`config.mk`:
```
export PLATFORM = sky130hd
export DESIGN_NAME = dtw_axis_tx
export DESIGN_NICKNAME = d
export VERILOG_FILES = /design/src/rtl/dtw_pkg.sv /design/src/rtl/dtw_sync_fifo.sv /design/src/rtl/dtw_axis_tx.sv
export SDC_FILE = /design/constraint.sdc
export NUM_CORES = 1
export LEC_CHECK = 0
export BUFFER_PORTS_ARGS = -buffer_cell sky130_fd_sc_hd__buf_4
export CAP_MARGIN = 0
export CORE_MARGIN = 2
export CORE_UTILIZATION = 62
export DETAILED_ROUTE_END_ITERATION = 8
export PLACE_DENSITY = 0.8
export SYNTH_ARGS = -nofsm -noshare
export SYNTH_HDL_FRONTEND = slang
export SYNTH_HIERARCHICAL = 1
export SYNTH_SLANG_ARGS = --single-unit
```
`constraint.sdc`:
```
create_clock -name M_AXIS_ACLK -period 5.09 [get_ports M_AXIS_ACLK]
set_clock_uncertainty 0.2 [all_clocks]
set_input_delay 1.018 -clock M_AXIS_ACLK [delete_from_list [all_inputs] [get_ports M_AXIS_ACLK]]
set_output_delay 1.018 -clock M_AXIS_ACLK [all_outputs]
set_load 0.005 [all_outputs]
```
`src/rtl/dtw_pkg.sv`:
```
// Shared types and constants for the DTW accelerator stream blocks.
package dtw_pkg;

    localparam int DTW_AXIS_W     = 32;
    localparam int DTW_FIFO_DEPTH = 16;
    localparam int DTW_PKT_LEN_W  = 16;

    // Buffered result word at the default stream width: data plus end-of-run marker.
    typedef struct packed {
        logic                  last;
        logic [DTW_AXIS_W-1:0] data;
    } dtw_entry_t;

    // Output stage states.
    typedef enum logic {
        TX_IDLE = 1'b0,
        TX_SEND = 1'b1
    } dtw_tx_state_t;

    // Ceiling log2, used for pointer widths; returns 0 for values <= 1.
    function automatic int dtw_clog2(input int value);
        int r;
        r = 0;
        for (int i = 0; i < 31; i++) begin
            if ((1 << i) < value) r = i + 1;
        end
        return r;
    endfunction

endpackage

```
`src/rtl/dtw_sync_fifo.sv`:
```
// Synchronous FIFO with registered occupancy count and show-ahead read data.
// Depth must be a power of two (>= 2); pointers carry one extra wrap bit.
module dtw_sync_fifo
    import dtw_pkg::*;
#(
    parameter int DEPTH = DTW_FIFO_DEPTH,
    parameter int WIDTH = DTW_AXIS_W + 1
) (
    input  logic                          clk,
    input  logic                          rst_n,
    input  logic                          wr_en,
    input  logic [WIDTH-1:0]              wr_data,
    input  logic                          rd_en,
    output logic [WIDTH-1:0]              rd_data,
    output logic                          full,
    output logic                          empty,
    output logic [dtw_clog2(DEPTH):0]     count
);

    localparam int AW = dtw_clog2(DEPTH);

    logic [WIDTH-1:0] r_mem [DEPTH];
    logic [AW:0]      r_wr_ptr;
    logic [AW:0]      r_rd_ptr;
    logic [AW:0]      r_count;
    logic             w_wr;
    logic             w_rd;

    // Full/empty come from the registered count, so a write is judged before any same-cycle read.
    assign w_wr    = wr_en && !full;
    assign w_rd    = rd_en && !empty;
    assign full    = (r_count == (AW+1)'(DEPTH));
    assign empty   = (r_count == '0);
    assign count   = r_count;
    assign rd_data = r_mem[r_rd_ptr[AW-1:0]];

    // Storage array; contents are don't-care until written, so no reset.
    always_ff @(posedge clk) begin
        if (w_wr) r_mem[r_wr_ptr[AW-1:0]] <= wr_data;
    end

    // Pointer and occupancy bookkeeping.
    always_ff @(posedge clk or negedge rst_n) begin
        if (!rst_n) begin
            r_wr_ptr <= '0;
            r_rd_ptr <= '0;
            r_count  <= '0;
        end else begin
            if (w_wr) r_wr_ptr <= r_wr_ptr + (AW+1)'(1);
            if (w_rd) r_rd_ptr <= r_rd_ptr + (AW+1)'(1);
            case ({w_wr, w_rd})
                2'b10:   r_count <= r_count + (AW+1)'(1);
                2'b01:   r_count <= r_count - (AW+1)'(1);
                default: r_count <= r_count;
            endcase
        end
    end

endmodule

```
`src/rtl/dtw_axis_tx.sv`:
```
// Result-side AXI4-Stream master: buffers core result words and emits them
// with TLAST every dtw_pkt_len beats or on a core-marked last word.
// Optional build macro DTW_TX_PKT_CNT_EN adds the dtw_tx_pkt_cnt packet counter.
//
// state   | meaning
// TX_IDLE | no beat presented, TVALID low
// TX_SEND | beat held in output registers, TVALID high until accepted
module dtw_axis_tx
    import dtw_pkg::*;
#(
    parameter int C_M_AXIS_TDATA_WIDTH = DTW_AXIS_W,
    parameter int FIFO_DEPTH           = DTW_FIFO_DEPTH,
    parameter int PKT_LEN_W            = DTW_PKT_LEN_W
) (
    input  logic                                M_AXIS_ACLK,
    input  logic                                M_AXIS_ARESETN,
    input  logic                                dtw_fifo_wren,
    input  logic [C_M_AXIS_TDATA_WIDTH-1:0]     dtw_fifo_din,
    input  logic                                dtw_fifo_last,
    output logic                                dtw_fifo_full,
    input  logic [PKT_LEN_W-1:0]                dtw_pkt_len,
    output logic                                dtw_tx_ovf,
    output logic                                dtw_tx_busy,
    output logic                                M_AXIS_TVALID,
    output logic [C_M_AXIS_TDATA_WIDTH-1:0]     M_AXIS_TDATA,
    output logic [C_M_AXIS_TDATA_WIDTH/8-1:0]   M_AXIS_TSTRB,
    output logic                                M_AXIS_TLAST,
    input  logic                                M_AXIS_TREADY
`ifdef DTW_TX_PKT_CNT_EN
    ,
    output logic [31:0]                         dtw_tx_pkt_cnt
`endif
);

    localparam int W  = C_M_AXIS_TDATA_WIDTH;
    localparam int AW = dtw_clog2(FIFO_DEPTH);

    dtw_tx_state_t     r_state;
    dtw_tx_state_t     w_state_next;
    logic [W-1:0]      r_tdata;
    logic              r_tlast;
    logic              r_ovf;
    logic [PKT_LEN_W-1:0] r_cnt;
    logic [PKT_LEN_W-1:0] r_len;
    logic [PKT_LEN_W-1:0] w_cnt_next;
    logic [PKT_LEN_W-1:0] w_len_in;
    logic [PKT_LEN_W-1:0] w_len_eff;
    logic              w_pop;
    logic              w_hs;
    logic              w_tlast_new;
    logic              w_full;
    logic              w_empty;
    logic [AW:0]       w_count;
    logic [W:0]        w_fifo_rdata;

    dtw_sync_fifo #(
        .DEPTH (FIFO_DEPTH),
        .WIDTH (W + 1)
    ) u_fifo (
        .clk     (M_AXIS_ACLK),
        .rst_n   (M_AXIS_ARESETN),
        .wr_en   (dtw_fifo_wren),
        .wr_data ({dtw_fifo_last, dtw_fifo_din}),
        .rd_en   (w_pop),
        .rd_data (w_fifo_rdata),
        .full    (w_full),
        .empty   (w_empty),
        .count   (w_count)
    );

    assign w_hs          = (r_state == TX_SEND) && M_AXIS_TREADY;
    assign M_AXIS_TVALID = (r_state == TX_SEND);
    assign M_AXIS_TDATA  = r_tdata;
    assign M_AXIS_TLAST  = r_tlast;
    assign M_AXIS_TSTRB  = '1;
    assign dtw_fifo_full = w_full;
    assign dtw_tx_ovf    = r_ovf;
    assign dtw_tx_busy   = (w_count != '0) || M_AXIS_TVALID;

    // The popped word's position in its packet is the count after this cycle's handshake,
    // which lets back-to-back pops see the beat that is leaving right now.
    assign w_cnt_next  = w_hs ? (r_tlast ? '0 : r_cnt + PKT_LEN_W'(1)) : r_cnt;
    assign w_len_in    = (dtw_pkt_len == '0) ? PKT_LEN_W'(1) : dtw_pkt_len;
    assign w_len_eff   = (w_cnt_next == '0) ? w_len_in : r_len;
    assign w_tlast_new = w_fifo_rdata[W] || (w_cnt_next == w_len_eff - PKT_LEN_W'(1));

    // State register.
    always_ff @(posedge M_AXIS_ACLK or negedge M_AXIS_ARESETN) begin
        if (!M_AXIS_ARESETN) r_state <= TX_IDLE;
        else                 r_state <= w_state_next;
    end

    // Next state and pop decision: refill on every accepted beat to keep 1 beat/cycle.
    always_comb begin
        w_state_next = r_state;
        w_pop        = 1'b0;
        case (r_state)
            TX_IDLE: begin
                if (!w_empty) begin
                    w_pop        = 1'b1;
                    w_state_next = TX_SEND;
                end
            end
            TX_SEND: begin
                if (M_AXIS_TREADY) begin
                    if (!w_empty) w_pop = 1'b1;
                    else          w_state_next = TX_IDLE;
                end
            end
        endcase
    end

    // Output beat registers, beat counter and packet length latched at packet start.
    always_ff @(posedge M_AXIS_ACLK or negedge M_AXIS_ARESETN) begin
        if (!M_AXIS_ARESETN) begin
            r_tdata <= '0;
            r_tlast <= 1'b0;
            r_cnt   <= '0;
            r_len   <= '0;
        end else begin
            r_cnt <= w_cnt_next;
            if (w_pop) begin
                r_tdata <= w_fifo_rdata[W-1:0];
                r_tlast <= w_tlast_new;
                r_len   <= w_len_eff;
            end
        end
    end

    // Sticky overflow flag: a write arrived while the buffer was full.
    always_ff @(posedge M_AXIS_ACLK or negedge M_AXIS_ARESETN) begin
        if (!M_AXIS_ARESETN)              r_ovf <= 1'b0;
        else if (dtw_fifo_wren && w_full) r_ovf <= 1'b1;
    end

`ifdef DTW_TX_PKT_CNT_EN
    logic [31:0] r_pkt_cnt;

    // Count completed packets; wraps naturally at 32 bits.
    always_ff @(posedge M_AXIS_ACLK or negedge M_AXIS_ARESETN) begin
        if (!M_AXIS_ARESETN)     r_pkt_cnt <= '0;
        else if (w_hs && r_tlast) r_pkt_cnt <= r_pkt_cnt + 32'd1;
    end

    assign dtw_tx_pkt_cnt = r_pkt_cnt;
`endif

endmodule

```
==> impl_metrics.json, run 1 <==
{
  "cts_tree": "built",
  "coreArea_um2": 40600,
  "drc_errors": 0,
  "power_frac_comb_pct": 31.9,
  "ys.flop_type": "sky130_fd_sc_hd__edfxtp_1",
  "clk_pin_slew_worst_paths_ns": 0.06,
  "postSynthRegisterBits": 608,
  "chipWidth_um": 206,
  "dieArea_um2": 42600,
  "synth-xor-area-share_pct": 1.45,
  "grt_pass1_vias": 13900,
  "hold_viol_final": 0,
  "viasPerCell": 6.43,
  "setup_failing_eps_final": 0,
  "pwr_density_cell_nw_per_um2": 562,
  "worstPathRequired_ns": 5.41,
  "clock_tree.root_cell": "sky130_fd_sc_hd__clkbuf_16",
  "ff2ff_path_depth": 17,
  "cts_num_sinks": 608,
  "globalplace.congestion": 0.844,
  "maxCapViolations": 0,
  "syn_inst": 1433,
  "hold_path_startpoint": "dtw_tx_ovf$_DFFE_PN0P_",
  "antenna_found_initial": 0,
  "design.portCount": 94,
  "slew_violations": 0,
  "end_kind": "register",
  "worstHoldPathType": "register to register",
  "worst_hold_path.endpoint": "dtw_tx_ovf$_DFFE_PN0P_",
  "power_report.internal_total_mw": 10.9,
  "share_seq_of_total_power_pct": 41.5,
  "r2r-start": "M_AXIS_TVALID$_DFF_PN0_",
  "power_switching_share_pct": 32.0,
  "timing.setup.critical_path_class": "register to register",
  "synth_largest_type_area_fraction_pct": 62.5,
  "cp_max_fanout": 12,
  "result_of_the_run": "complete, no violations",
  "synth_top_family_by_area": "multiplexers",
  "critPathLaunchType": "register",
  "total_switching_power_mw": 5.12,
  "synth_warnings": 6,
  "grt_start_max_net_pins": 64,
  "grt-ovfl-total": 0,
  "synth_fa_ha_area_share_pct": 0.621,
  "tightest_slew_ns": 1.08,
  "syn_avg_cell_area_um2": 17.7,
  "detail_route.iter0.violations": 1351,
  "timing.rr.end": "M_AXIS_TLAST$_DFFE_PN0P_",
  "synthToLayoutAreaGrowth_pct": 12.1,
  "setup_ws_ns": 0.595,
  "power_frac_clock_pct": 26.6,
  "final_net_count": 1611,
  "synthesis.area_um2": 25400,
  "dr_wl_cell_um": 26.0,
  "detail-route-antenna-nets": 0,
  "post-dp-hpwl_mm": 30.4,
  "clk_latency_ns": 0.61,
  "h-tree-depth": 2,
  "yosys.area.top_type": "sky130_fd_sc_hd__edfxtp_1",
  "yosys-mux-area-fraction_pct": 13.8,
  "synth_area_leaders": "sky130_fd_sc_hd__edfxtp_1 (62%), sky130_fd_sc_hd__dfrtp_1 (7.9%), sky130_fd_sc_hd__mux4_2 (5.9%)",
  "final.setup.tns_ns": 0,
  "cts_setup_buffers": 0,
  "number_of_buffers_inserted_during_clock_tree_synthesis": 57,
  "final.fill_count": 2487,
  "synthesized_area_fraction_occupied_by_ao_oa_aoi_and_oai_cells_pct": 6.59,
  "cts_resized": 0,
  "cts_hold_buffers": 0,
  "rsz0062_at_grt": "false",
  "die_height_um": 206,
  "post_route_cells_drive_above_1_share_pct": 25.4,
  "portion_of_the_post_synthesis_area_used_by_sequential_elements_pct": 70.4,
  "clock_path_buffers": 3,
  "finalWorstPathRequiredPeriod_ns": 4.50,
  "critPathArrivalTime_ns": 4.81,
  "layout.core_utilization_pct": 70.0,
  "n_antenna_cell": 0,
  "post-route-period-util_pct": 88.3,
  "synth-edff-count": 528,
  "buffer_ports.inserted": 89,
  "max-vdd-ir-drop_uv": 387,
  "floorplan.initialDensity_pct": 62.4,
  "floorplan.rows": 74,
  "ff2ff_setup_slack_ns": 0.59,
  "min_delay_path_depth": 1,
  "grt_pass1_wl_mm": 82.9,
  "pre_cts_slack_ns": 0.209,
  "slew_headroom_pct": 27.9,
  "num_vias": 13600,
  "leakagePower_nw": 10.0,
  "synth.distinct_cells": 75,
  "asyncSetResetFlopFracSynth_pct": 13.2,
  "timing.fmax_ghz": 0.222,
  "drt_pass1_iterations": 5,
  "synth_simple_gate_area_share_pct": 4.17,
  "grt_util_all_layers_pct": 26.7,
  "route.final.wire_length_mm": 55.2
}
worst max-delay path by stage:
| stage | startpoint | endpoint | slack (ns) | depth (start not counted) |
|---|---|---|---|---|
| final | M_AXIS_TVALID$_DFF_PN0_ | M_AXIS_TLAST$_DFFE_PN0P_ | 0.59 | 17 |
| after global routing | M_AXIS_TVALID$_DFF_PN0_ | M_AXIS_TLAST$_DFFE_PN0P_ | 0.22 | 17 |
| after CTS | M_AXIS_TVALID$_DFF_PN0_ | M_AXIS_TLAST$_DFFE_PN0P_ | 0.58 | 17 |
| after detailed placement | M_AXIS_TREADY | M_AXIS_TLAST$_DFFE_PN0P_ | 0.21 | 18 |
| after global placement | M_AXIS_TREADY | M_AXIS_TLAST$_DFFE_PN0P_ | 0.24 | 18 |
| after floorplan | M_AXIS_TREADY | M_AXIS_TLAST$_DFFE_PN0P_ | 0.03 | 22 |
cells in the mapped netlist, types with 3 or more instances:
library cell / count
sky130_fd_sc_hd__edfxtp_1: 528
sky130_fd_sc_hd__mux2i_1: 144
sky130_fd_sc_hd__dfrtp_1: 80
sky130_fd_sc_hd__nand2_1: 70
sky130_fd_sc_hd__mux4_2: 66
sky130_fd_sc_hd__mux2_2: 49
sky130_fd_sc_hd__o21ai_0: 47
sky130_fd_sc_hd__nor2_1: 45
sky130_fd_sc_hd__a221oi_1: 35
sky130_fd_sc_hd__a22oi_1: 35
sky130_fd_sc_hd__a221oi_2: 33
sky130_fd_sc_hd__clkbuf_1: 25
sky130_fd_sc_hd__xnor2_1: 25
sky130_fd_sc_hd__inv_1: 22
sky130_fd_sc_hd__buf_6: 20
sky130_fd_sc_hd__xor2_1: 17
sky130_fd_sc_hd__nor3_1: 16
sky130_fd_sc_hd__a21oi_1: 15
sky130_fd_sc_hd__buf_2: 13
sky130_fd_sc_hd__nand3_1: 13
sky130_fd_sc_hd__ha_1: 11
sky130_fd_sc_hd__nor4_1: 10
sky130_fd_sc_hd__buf_12: 9
sky130_fd_sc_hd__buf_4: 9
sky130_fd_sc_hd__nand4_1: 7
sky130_fd_sc_hd__nand2b_1: 6
sky130_fd_sc_hd__a211oi_1: 5
sky130_fd_sc_hd__and2_1: 5
sky130_fd_sc_hd__o31a_1: 4
sky130_fd_sc_hd__or3_1: 4
sky130_fd_sc_hd__a21o_1: 3
sky130_fd_sc_hd__clkbuf_4: 3
sky130_fd_sc_hd__nand3_2: 3
sky130_fd_sc_hd__nor2_2: 3
sky130_fd_sc_hd__o21ai_1: 3
sky130_fd_sc_hd__o31ai_1: 3
power by group through the flow:
stage,combinational (mW),sequential (mW),clock [mW]
3_3_place_gp,4.96,6.68,0
6_report,5.10,6.63,4.26
4_1_cts,5.11,6.63,4.32
2_1_floorplan,4.01,6.48,0
5_1_grt,5.49,6.71,4.50
3_5_place_dp,5.07,6.72,0
sequential cells by signal, indices dropped and copies added, names as in the netlist:
register	count
M_AXIS_TVALID	1
u_fifo/r_mem	528
M_AXIS_TDATA	32
dtw_tx_ovf	1
M_AXIS_TLAST	1
u_fifo/r_wr_ptr	4
r_cnt	16
u_fifo/r_rd_ptr	4
u_fifo/count	5
r_len	16
placed cells by master, fill, tap and decap left out, types with 5 or more instances in the layout:
cell type	count
sky130_fd_sc_hd__nor4_1	10
sky130_fd_sc_hd__xor2_1	17
sky130_fd_sc_hd__a22oi_1	35
sky130_fd_sc_hd__mux2i_1	144
sky130_fd_sc_hd__clkbuf_1	6
sky130_fd_sc_hd__a211oi_1	5
sky130_fd_sc_hd__nand4_1	7
sky130_fd_sc_hd__buf_4	126
sky130_fd_sc_hd__nand3_1	13
sky130_fd_sc_hd__edfxtp_1	528
sky130_fd_sc_hd__dfrtp_1	78
sky130_fd_sc_hd__o21ai_0	47
sky130_fd_sc_hd__a221oi_1	35
sky130_fd_sc_hd__a221oi_2	33
sky130_fd_sc_hd__inv_1	21
sky130_fd_sc_hd__and2_1	5
sky130_fd_sc_hd__clkbuf_16	58
sky130_fd_sc_hd__nor2_4	12
sky130_fd_sc_hd__nor3_1	12
sky130_fd_sc_hd__bufinv_16	8
sky130_fd_sc_hd__ha_1	11
sky130_fd_sc_hd__nand2b_1	6
sky130_fd_sc_hd__mux2_2	49
sky130_fd_sc_hd__mux4_2	66
sky130_fd_sc_hd__nor2_1	33
sky130_fd_sc_hd__a21oi_1	14
sky130_fd_sc_hd__buf_12	6
sky130_fd_sc_hd__nand2_1	70
sky130_fd_sc_hd__xnor2_1	25
sky130_fd_sc_hd__clkinv_2	12
sky130_fd_sc_hd__clkinv_1	16
metrics by stage:
| step | total power [mW] | instances | hold WS, ns | cell area, µm² |
|---|---|---|---|---|
| floorplan | 10.5 | 1436 | 0.251 | 25400 |
| global placement | 11.6 | 2019 | 0.239 | 26600 |
| detailed placement | 11.8 | 2019 | 0.257 | 26600 |
| CTS | 16.1 | 2123 | 0.272 | 28500 |
| global route | 16.7 | 2123 | 0.288 | 28500 |
| finish | 16.0 | 2123 | 0.271 | 28500 |
critical path, stage by stage (launching register included):
cell                        delay, ns
sky130_fd_sc_hd__dfrtp_1         0.61
sky130_fd_sc_hd__nand4_2         0.31
sky130_fd_sc_hd__o31a_1          0.37
sky130_fd_sc_hd__o21ai_2         0.28
sky130_fd_sc_hd__o21ai_1         0.18
sky130_fd_sc_hd__nor4_4          0.26
sky130_fd_sc_hd__and2_1          0.23
sky130_fd_sc_hd__mux2i_1         0.27
sky130_fd_sc_hd__ha_1            0.20
sky130_fd_sc_hd__nand3_1         0.09
sky130_fd_sc_hd__nor3_1          0.21
sky130_fd_sc_hd__xnor2_1         0.16
sky130_fd_sc_hd__xnor2_1         0.08
sky130_fd_sc_hd__mux2_2          0.26
sky130_fd_sc_hd__a211o_1         0.23
sky130_fd_sc_hd__nor4_2          0.20
sky130_fd_sc_hd__o2111ai_1       0.13
sky130_fd_sc_hd__o21ai_1         0.15
area by class of cell:
cell class | count | area (µm²) | share of cell area [%]
sequential | 608 | 17900 | 62.8
multi-input combinational | 725 | 6900 | 24.2
clock buffer | 64 | 1470 | 5.18
timing repair buffer | 132 | 1070 | 3.75
tap | 532 | 666 | 2.34
clock inverter | 40 | 402 | 1.41
inverter | 22 | 82.6 | 0.290
kinds of logic (layout without fill, tap and decap cells):
| family | after synthesis | in the layout |
|---|---|---|
| DFF | 608 | 608 |
| muxes | 261 | 261 |
| and+or+nand+nor | 207 | 207 |
| AOI/OAI and AO/OA | 199 | 199 |
| buffers and inverters | 103 | 258 |
| xor gates and xnor gates | 42 | 42 |
| adders and majority gates | 12 | 12 |
| other | 1 | 4 |
layer usage:
metal | global-route usage (%) | share of wire (%)
met5 | 0 | 0
met3 | 4.62 | 6.8
met2 | 44.8 | 50
met1 | 36.0 | 41
met4 | 8.32 | 2.6
(Power assumes the default switching activity.)
==> inputs of run 2 (changes only) <==
--- a/config.mk
+++ b/config.mk
@@ -7,8 +7,10 @@
 export LEC_CHECK = 0
 export BUFFER_PORTS_ARGS = -buffer_cell sky130_fd_sc_hd__buf_4
 export CAP_MARGIN = 0
+export CELL_PAD_IN_SITES_DETAIL_PLACEMENT = 0
+export CELL_PAD_IN_SITES_GLOBAL_PLACEMENT = 1
 export CORE_MARGIN = 2
-export CORE_UTILIZATION = 62
+export CORE_UTILIZATION = 54
 export DETAILED_ROUTE_END_ITERATION = 8
 export PLACE_DENSITY = 0.8
 export SYNTH_ARGS = -nofsm -noshare
==> run 2 against run 1 <==
Critical path depth unchanged; largest power group unchanged; clock power up 3%; sequential power about the same; die area up 15%; highest routed layer unchanged; routed wire length down 0.78%; count of clock-buffer cells in the layout up 2; critical path type unchanged; cell area up 0.82%; via count down 1.7%; non-clock buffer count up 10; global-route usage down 3.7 points.
==> impl_metrics.json, run 2 (synthesized netlist as in run 1, its figures left out) <==
{
  "result_of_the_run": "complete, no violations",
  "timing.fmax_ghz": 0.220,
  "num_vias": 13400,
  "drc_errors": 0,
  "post-dp-hpwl_mm": 31.3,
  "total_switching_power_mw": 5.15,
  "slew_violations": 0,
  "cp_max_fanout": 12,
  "coreArea_um2": 46500,
  "mostFrequentLayoutCells": "sky130_fd_sc_hd__edfxtp_1 (528), sky130_fd_sc_hd__mux2i_1 (144), sky130_fd_sc_hd__buf_4 (138)",
  "rsz0062_at_grt": "false",
  "finalWorstPathRequiredPeriod_ns": 4.54,
  "report.power.total_mw": 16.1,
  "globalplace.congestion": 0.897,
  "chipWidth_um": 221,
  "maxCapViolations": 0,
  "dieArea_um2": 48700,
  "synthToLayoutAreaGrowth_pct": 13.1,
  "number_of_flip_flops_under_the_largest_register_name": 528,
  "power_frac_comb_pct": 31.6,
  "cts_setup_buffers": 0,
  "cts_resized": 0,
  "seqCellArea_um2": 17900,
  "final.setup.tns_ns": 0,
  "tightest_slew_ns": 1.12,
  "grt_util_all_layers_pct": 23.0,
  "pwr_density_cell_nw_per_um2": 561,
  "buffer_ports.inserted": 89,
  "route.final.wire_length_mm": 54.8,
  "floorplan.initialDensity_pct": 54.6,
  "final_net_count": 1623,
  "grt_start_max_net_pins": 66,
  "antenna_found_initial": 0,
  "max-vdd-ir-drop_uv": 360,
  "share_seq_of_total_power_pct": 41.1,
  "dp.cells": 2104,
  "floorplan.rows": 79,
  "detail_route.iter0.violations": 1201,
  "timing.critical_path.slowest_stage_cell": "sky130_fd_sc_hd__dfrtp_1",
  "clock_tree.root_cell": "sky130_fd_sc_hd__clkbuf_16",
  "die_height_um": 221,
  "cts_hold_buffers": 0,
  "finish.cell_count_without_fillers": 2215,
  "post_route_cells_drive_above_1_share_pct": 26.3,
  "hold_viol_final": 0,
  "drt_pass1_iterations": 5,
  "met2_usage_pct": 37.7,
  "grt-ovfl-total": 0,
  "grt_most_used_layer": "met2",
  "viasPerCell": 6.06,
  "multi_input_area_um2": 6900,
  "grt_pass1_wl_mm": 82.1,
  "end_kind": "register",
  "clock_path_buffers": 3,
  "n_antenna_cell": 0,
  "critPathMostFrequentCell": "sky130_fd_sc_hd__xnor2_1",
  "critPathLaunchType": "register",
  "power_switching_share_pct": 32.0,
  "leakagePower_nw": 10.1,
  "grt_pass1_vias": 13400,
  "post-route-period-util_pct": 89.2,
  "path_cells": "nand4_2, nor4_1, xnor2_1, nor2_2, nor4_4, and2_1, mux2i_1, ha_1, nand3_1, nor3_1, xnor2_1, xnor2_1, mux2_2, a211o_1, nor4_2, o2111ai_1, o21ai_1",
  "critPathArrivalTime_ns": 4.90,
  "worstHoldPathType": "register to register",
  "detail-route-antenna-nets": 0,
  "most_common_cell_after_layout_fill_and_taps_aside": "sky130_fd_sc_hd__edfxtp_1",
  "cts_num_sinks": 608,
  "setup_failing_eps_final": 0,
  "design.portCount": 94,
  "slew_headroom_pct": 25.7,
  "clk_pin_slew_worst_paths_ns": 0.07,
  "ff2ff_setup_slack_ns": 0.55,
  "timing.setup.critical_path_class": "register to register",
  "cts_tree": "built",
  "max_stage_delay_ns": 0.62,
  "globalRouteMet3Util_pct": 3.53,
  "number_of_buffers_inserted_during_clock_tree_synthesis": 59,
  "globalRouteMet1Util_pct": 32.4,
  "power_frac_clock_pct": 27.3,
  "h-tree-depth": 2,
  "power_report.internal_total_mw": 10.9,
  "final.fill_count": 3372,
  "dr_wl_cell_um": 24.7,
  "clk_latency_ns": 0.63,
  "worstPathRequired_ns": 5.45
}
run 2: cell types whose count changed in the layout (fill, tap and decap cells not counted), moves of 2 or more:
cell and delta:
sky130_fd_sc_hd__buf_12 -2, sky130_fd_sc_hd__buf_4 +12, sky130_fd_sc_hd__clkinv_1 -2, sky130_fd_sc_hd__clkinv_2 +3
sky130_fd_sc_hd__clkinv_4 -2, sky130_fd_sc_hd__clkinvlp_4 +4
run 2: path summary, 6_finish.rpt:
path                                         start                      endpoint  cells past startpoint
max                        M_AXIS_TVALID$_DFF_PN0_      M_AXIS_TLAST$_DFFE_PN0P_                     17
min                         dtw_tx_ovf$_DFFE_PN0P_        dtw_tx_ovf$_DFFE_PN0P_                      1
max reg2reg                M_AXIS_TVALID$_DFF_PN0_      M_AXIS_TLAST$_DFFE_PN0P_                     17
min reg2reg                 dtw_tx_ovf$_DFFE_PN0P_        dtw_tx_ovf$_DFFE_PN0P_                      1
max in group asynchronous           M_AXIS_ARESETN          r_len[4]$_DFFE_PN0P_                      2
min in group asynchronous           M_AXIS_ARESETN  M_AXIS_TDATA[10]$_DFFE_PN0P_                      1
run 2: power groups by stage:
stage	Sequential, mW	Combinational (mW)	Clock, mW
final	6.62	5.09	4.39
after CTS	6.62	5.12	4.48
after global routing	6.69	5.49	4.65
after global placement	6.69	5.04	0
after detailed placement	6.72	5.10	0
after floorplan	6.48	4.01	0
run 2: worst max-delay path: cells and delay by family, from the launching register on:
| family | cells | cell delay, ns |
|---|---|---|
| AOI/OAI and AO/OA | 3 | 0.52 |
| muxes | 2 | 0.53 |
| xor gates and xnor gates | 3 | 0.49 |
| adders and majority gates | 1 | 0.21 |
| and+or+nand+nor | 8 | 1.91 |
| DFF | 1 | 0.62 |
run 2: stage by stage:
step	utilization, %	hold slack [ns]	setup slack, ns	instance area (µm²)
2_1_floorplan	-	0.251	0.0299	25400
6_report	61.7	0.259	0.549	28700
3_3_place_gp	57.5	0.242	0.285	26700
3_5_place_dp	57.5	0.250	0.129	26700
4_1_cts	61.7	0.264	0.581	28700
5_1_grt	61.7	0.277	0.146	28700
run 2: metal layers:
metal  vias to the layer above  part of all wire (%)
met5                         -                     0
met4                         0                   2.2
met3                        94                   5.4
met2                       383                    50
met1                      6969                    43
li1                       5974                     -
run 2: final cells by class:
cell class | count | area share (%)
clock buffer | 66 | 5.24
tap | 607 | 2.65
sequential | 608 | 62.3
inverter | 22 | 0.288
timing repair buffer | 142 | 3.89
clock inverter | 45 | 1.61
multi-input combinational | 725 | 24.1
==> inputs of run 3 (changes only) <==
--- a/config.mk
+++ b/config.mk
@@ -9,7 +9,6 @@
 export CAP_MARGIN = 0
 export CELL_PAD_IN_SITES_DETAIL_PLACEMENT = 0
 export CELL_PAD_IN_SITES_GLOBAL_PLACEMENT = 1
-export CORE_MARGIN = 2
 export CORE_UTILIZATION = 54
 export DETAILED_ROUTE_END_ITERATION = 8
 export PLACE_DENSITY = 0.8
==> run 3 against run 2 <==
Final cell count did not move; cell area rose by 0.33%; count of clock-buffer cells in the layout rose by 10; critical endpoint unchanged; largest power group unchanged.
==> impl_metrics.json, run 3 (synthesized netlist as in run 1, its figures left out) <==
{
  "dieArea_um2": 47900,
  "most_common_cell_after_layout_fill_and_taps_aside": "sky130_fd_sc_hd__edfxtp_1",
  "design_area_um2": 28800,
  "critPathArrivalTime_ns": 4.87,
  "die_height_um": 219,
  "cts_num_sinks": 608,
  "max_stage_delay_ns": 0.61,
  "total_switching_power_mw": 5.20,
  "worstPathRequired_ns": 5.43,
  "leakagePower_nw": 10.1,
  "synthToLayoutAreaGrowth_pct": 13.4,
  "path_cells": "nand4_2, nor4_1, xnor2_1, nor2_2, nor4_4, and2_1, mux2i_1, ha_1, nand3_1, nor3_1, xnor2_1, xnor2_1, mux2_2, a211o_1, nor4_2, o2111ai_1, o21ai_1",
  "result_of_the_run": "complete, no violations",
  "post_route_cells_drive_above_1_share_pct": 26.6,
  "clk_pin_slew_worst_paths_ns": 0.06,
  "slew_headroom_pct": 23.9,
  "viasPerCell": 6.06,
  "met3_wirelength_mm": 3.28,
  "number_of_buffers_inserted_during_clock_tree_synthesis": 61,
  "clk_latency_ns": 0.63,
  "max-vdd-ir-drop_uv": 461,
  "maxCapViolations": 0,
  "detail-route-antenna-nets": 0,
  "clock_path_buffers": 3,
  "power_frac_comb_pct": 31.3,
  "antenna_found_initial": 1,
  "mostFrequentLayoutCells": "sky130_fd_sc_hd__edfxtp_1 (528), sky130_fd_sc_hd__mux2i_1 (144), sky130_fd_sc_hd__buf_4 (133)",
  "drc_errors": 0,
  "detail_route.iter0.violations": 1084,
  "floorplan.initialDensity_pct": 54.6,
  "timing.fmax_ghz": 0.221,
  "layout.core_utilization_pct": 61.9,
  "cts_resized": 0,
  "pre_cts_slack_ns": 0.150,
  "met2WireLength_mm": 27.3,
  "grt_util_all_layers_pct": 23.8,
  "critPathMostFrequentCell": "sky130_fd_sc_hd__xnor2_1",
  "worst_setup_path_startpoint": "M_AXIS_TVALID$_DFF_PN0_",
  "final_net_count": 1621,
  "num_vias": 13400,
  "share_seq_of_total_power_pct": 40.7,
  "grt-ovfl-total": 0,
  "timing.critical_path.slowest_stage_cell": "sky130_fd_sc_hd__dfrtp_1",
  "globalplace.congestion": 0.858,
  "grt_start_max_net_pins": 66,
  "h-tree-depth": 2,
  "dr_wl_cell_um": 25.0,
  "post-dp-hpwl_mm": 30.6,
  "post_dp_cell_area_um2": 26700,
  "drt_pass1_iterations": 5,
  "finalWorstPathRequiredPeriod_ns": 4.53,
  "route.final.wire_length_mm": 55.4,
  "chipWidth_um": 219,
  "wl_met1_mm": 23.5,
  "slew_violations": 0,
  "hold_path_startpoint": "dtw_tx_ovf$_DFFE_PN0P_",
  "timing.setup.critical_path_class": "register to register",
  "final.setup.tns_ns": 0,
  "tightest_slew_ns": 1.14,
  "worstHoldPathType": "register to register",
  "number_of_flip_flops_under_the_largest_register_name": 528,
  "r2r-start": "M_AXIS_TVALID$_DFF_PN0_",
  "buffer_ports.inserted": 89,
  "post-route-period-util_pct": 88.9,
  "cts_setup_buffers": 0,
  "worst-path-buf-inv": 0,
  "rsz0062_at_grt": "false",
  "clock_tree.root_cell": "sky130_fd_sc_hd__clkbuf_16",
  "pwr_density_cell_nw_per_um2": 566,
  "cts_hold_buffers": 0,
  "grt_pass1_wl_mm": 83.4,
  "setup_failing_eps_final": 0,
  "floorplan.rows": 79,
  "report.power.total_mw": 16.3,
  "hold_viol_final": 0,
  "cts_tree": "built",
  "dr.max_layer_used": "met4",
  "setup_ws_ns": 0.564,
  "power_report.internal_total_mw": 11.1,
  "coreArea_um2": 46500,
  "power_switching_share_pct": 31.9,
  "power_frac_clock_pct": 28.0,
  "end_kind": "register",
  "grt_pass1_vias": 13600,
  "cp_max_fanout": 12,
  "critPathLaunchType": "register",
  "design.portCount": 94,
  "timing.critical_path.max_delay_family": "simple AND/OR/NAND/NOR gates"
}
==> run 3: cell count changes in the layout (fill, tap and decap cells not counted), sizes merged <==
cell and change:
clkinvlp +2, diode +1, clkbuf +10, bufinv -1
clkinv -8, buf -4
==> run 3: final timing paths <==
check,end,slack (ns),cells past startpoint
max,M_AXIS_TLAST$_DFFE_PN0P_,0.56,17
min,dtw_tx_ovf$_DFFE_PN0P_,0.28,1
max reg2reg,M_AXIS_TLAST$_DFFE_PN0P_,0.56,17
min reg2reg,dtw_tx_ovf$_DFFE_PN0P_,0.28,1
max in group asynchronous,M_AXIS_TDATA[22]$_DFFE_PN0P_,3.50,2
min in group asynchronous,M_AXIS_TDATA[1]$_DFFE_PN0P_,0.29,1
==> run 3: worst register-to-register path, stage by stage (launching register included) <==
cell,delay [ns]
sky130_fd_sc_hd__dfrtp_1,0.61
sky130_fd_sc_hd__nand4_2,0.32
sky130_fd_sc_hd__nor4_1,0.45
sky130_fd_sc_hd__xnor2_1,0.21
sky130_fd_sc_hd__nor2_2,0.10
sky130_fd_sc_hd__nor4_4,0.28
sky130_fd_sc_hd__and2_1,0.24
sky130_fd_sc_hd__mux2i_1,0.28
sky130_fd_sc_hd__ha_1,0.23
sky130_fd_sc_hd__nand3_1,0.10
sky130_fd_sc_hd__nor3_1,0.21
sky130_fd_sc_hd__xnor2_1,0.17
sky130_fd_sc_hd__xnor2_1,0.08
sky130_fd_sc_hd__mux2_2,0.26
sky130_fd_sc_hd__a211o_1,0.24
sky130_fd_sc_hd__nor4_2,0.21
sky130_fd_sc_hd__o2111ai_1,0.13
sky130_fd_sc_hd__o21ai_1,0.14
==> run 3: power by group through the flow <==
| stage | Sequential, mW | Combinational, mW | Clock, mW |
|---|---|---|---|
| final | 6.63 | 5.11 | 4.56 |
| after global routing | 6.71 | 5.52 | 4.81 |
| after CTS | 6.64 | 5.15 | 4.63 |
| after detailed placement | 6.73 | 5.12 | 0 |
| after global placement | 6.70 | 5.05 | 0 |
| after floorplan | 6.48 | 4.01 | 0 |
==> run 3: stage by stage <==
stage               std cells  hold WS [ns]
floorplan                1436         0.251
global placement         2100         0.240
detailed placement       2100         0.261
CTS                      2214         0.278
global route             2215         0.322
finish                   2215         0.277
==> run 3: metal layers <==
| metal | global-route usage [%] | vias up |
|---|---|---|
| met5 | 0 | - |
| met4 | 6.71 | 0 |
| met3 | 3.71 | 74 |
| met2 | 39.2 | 428 |
| met1 | 33.0 | 6934 |
| li1 | - | 5983 |
==> run 3: area by class of cell <==
cell class                 count  area, µm²
fill                        3324      17700
multi-input combinational    725       6900
antenna                        1       2.50
tap                          607        759
timing repair buffer         138       1100
clock inverter                38        418
clock buffer                  76       1650
inverter                      22       82.6
sequential                   608      17900
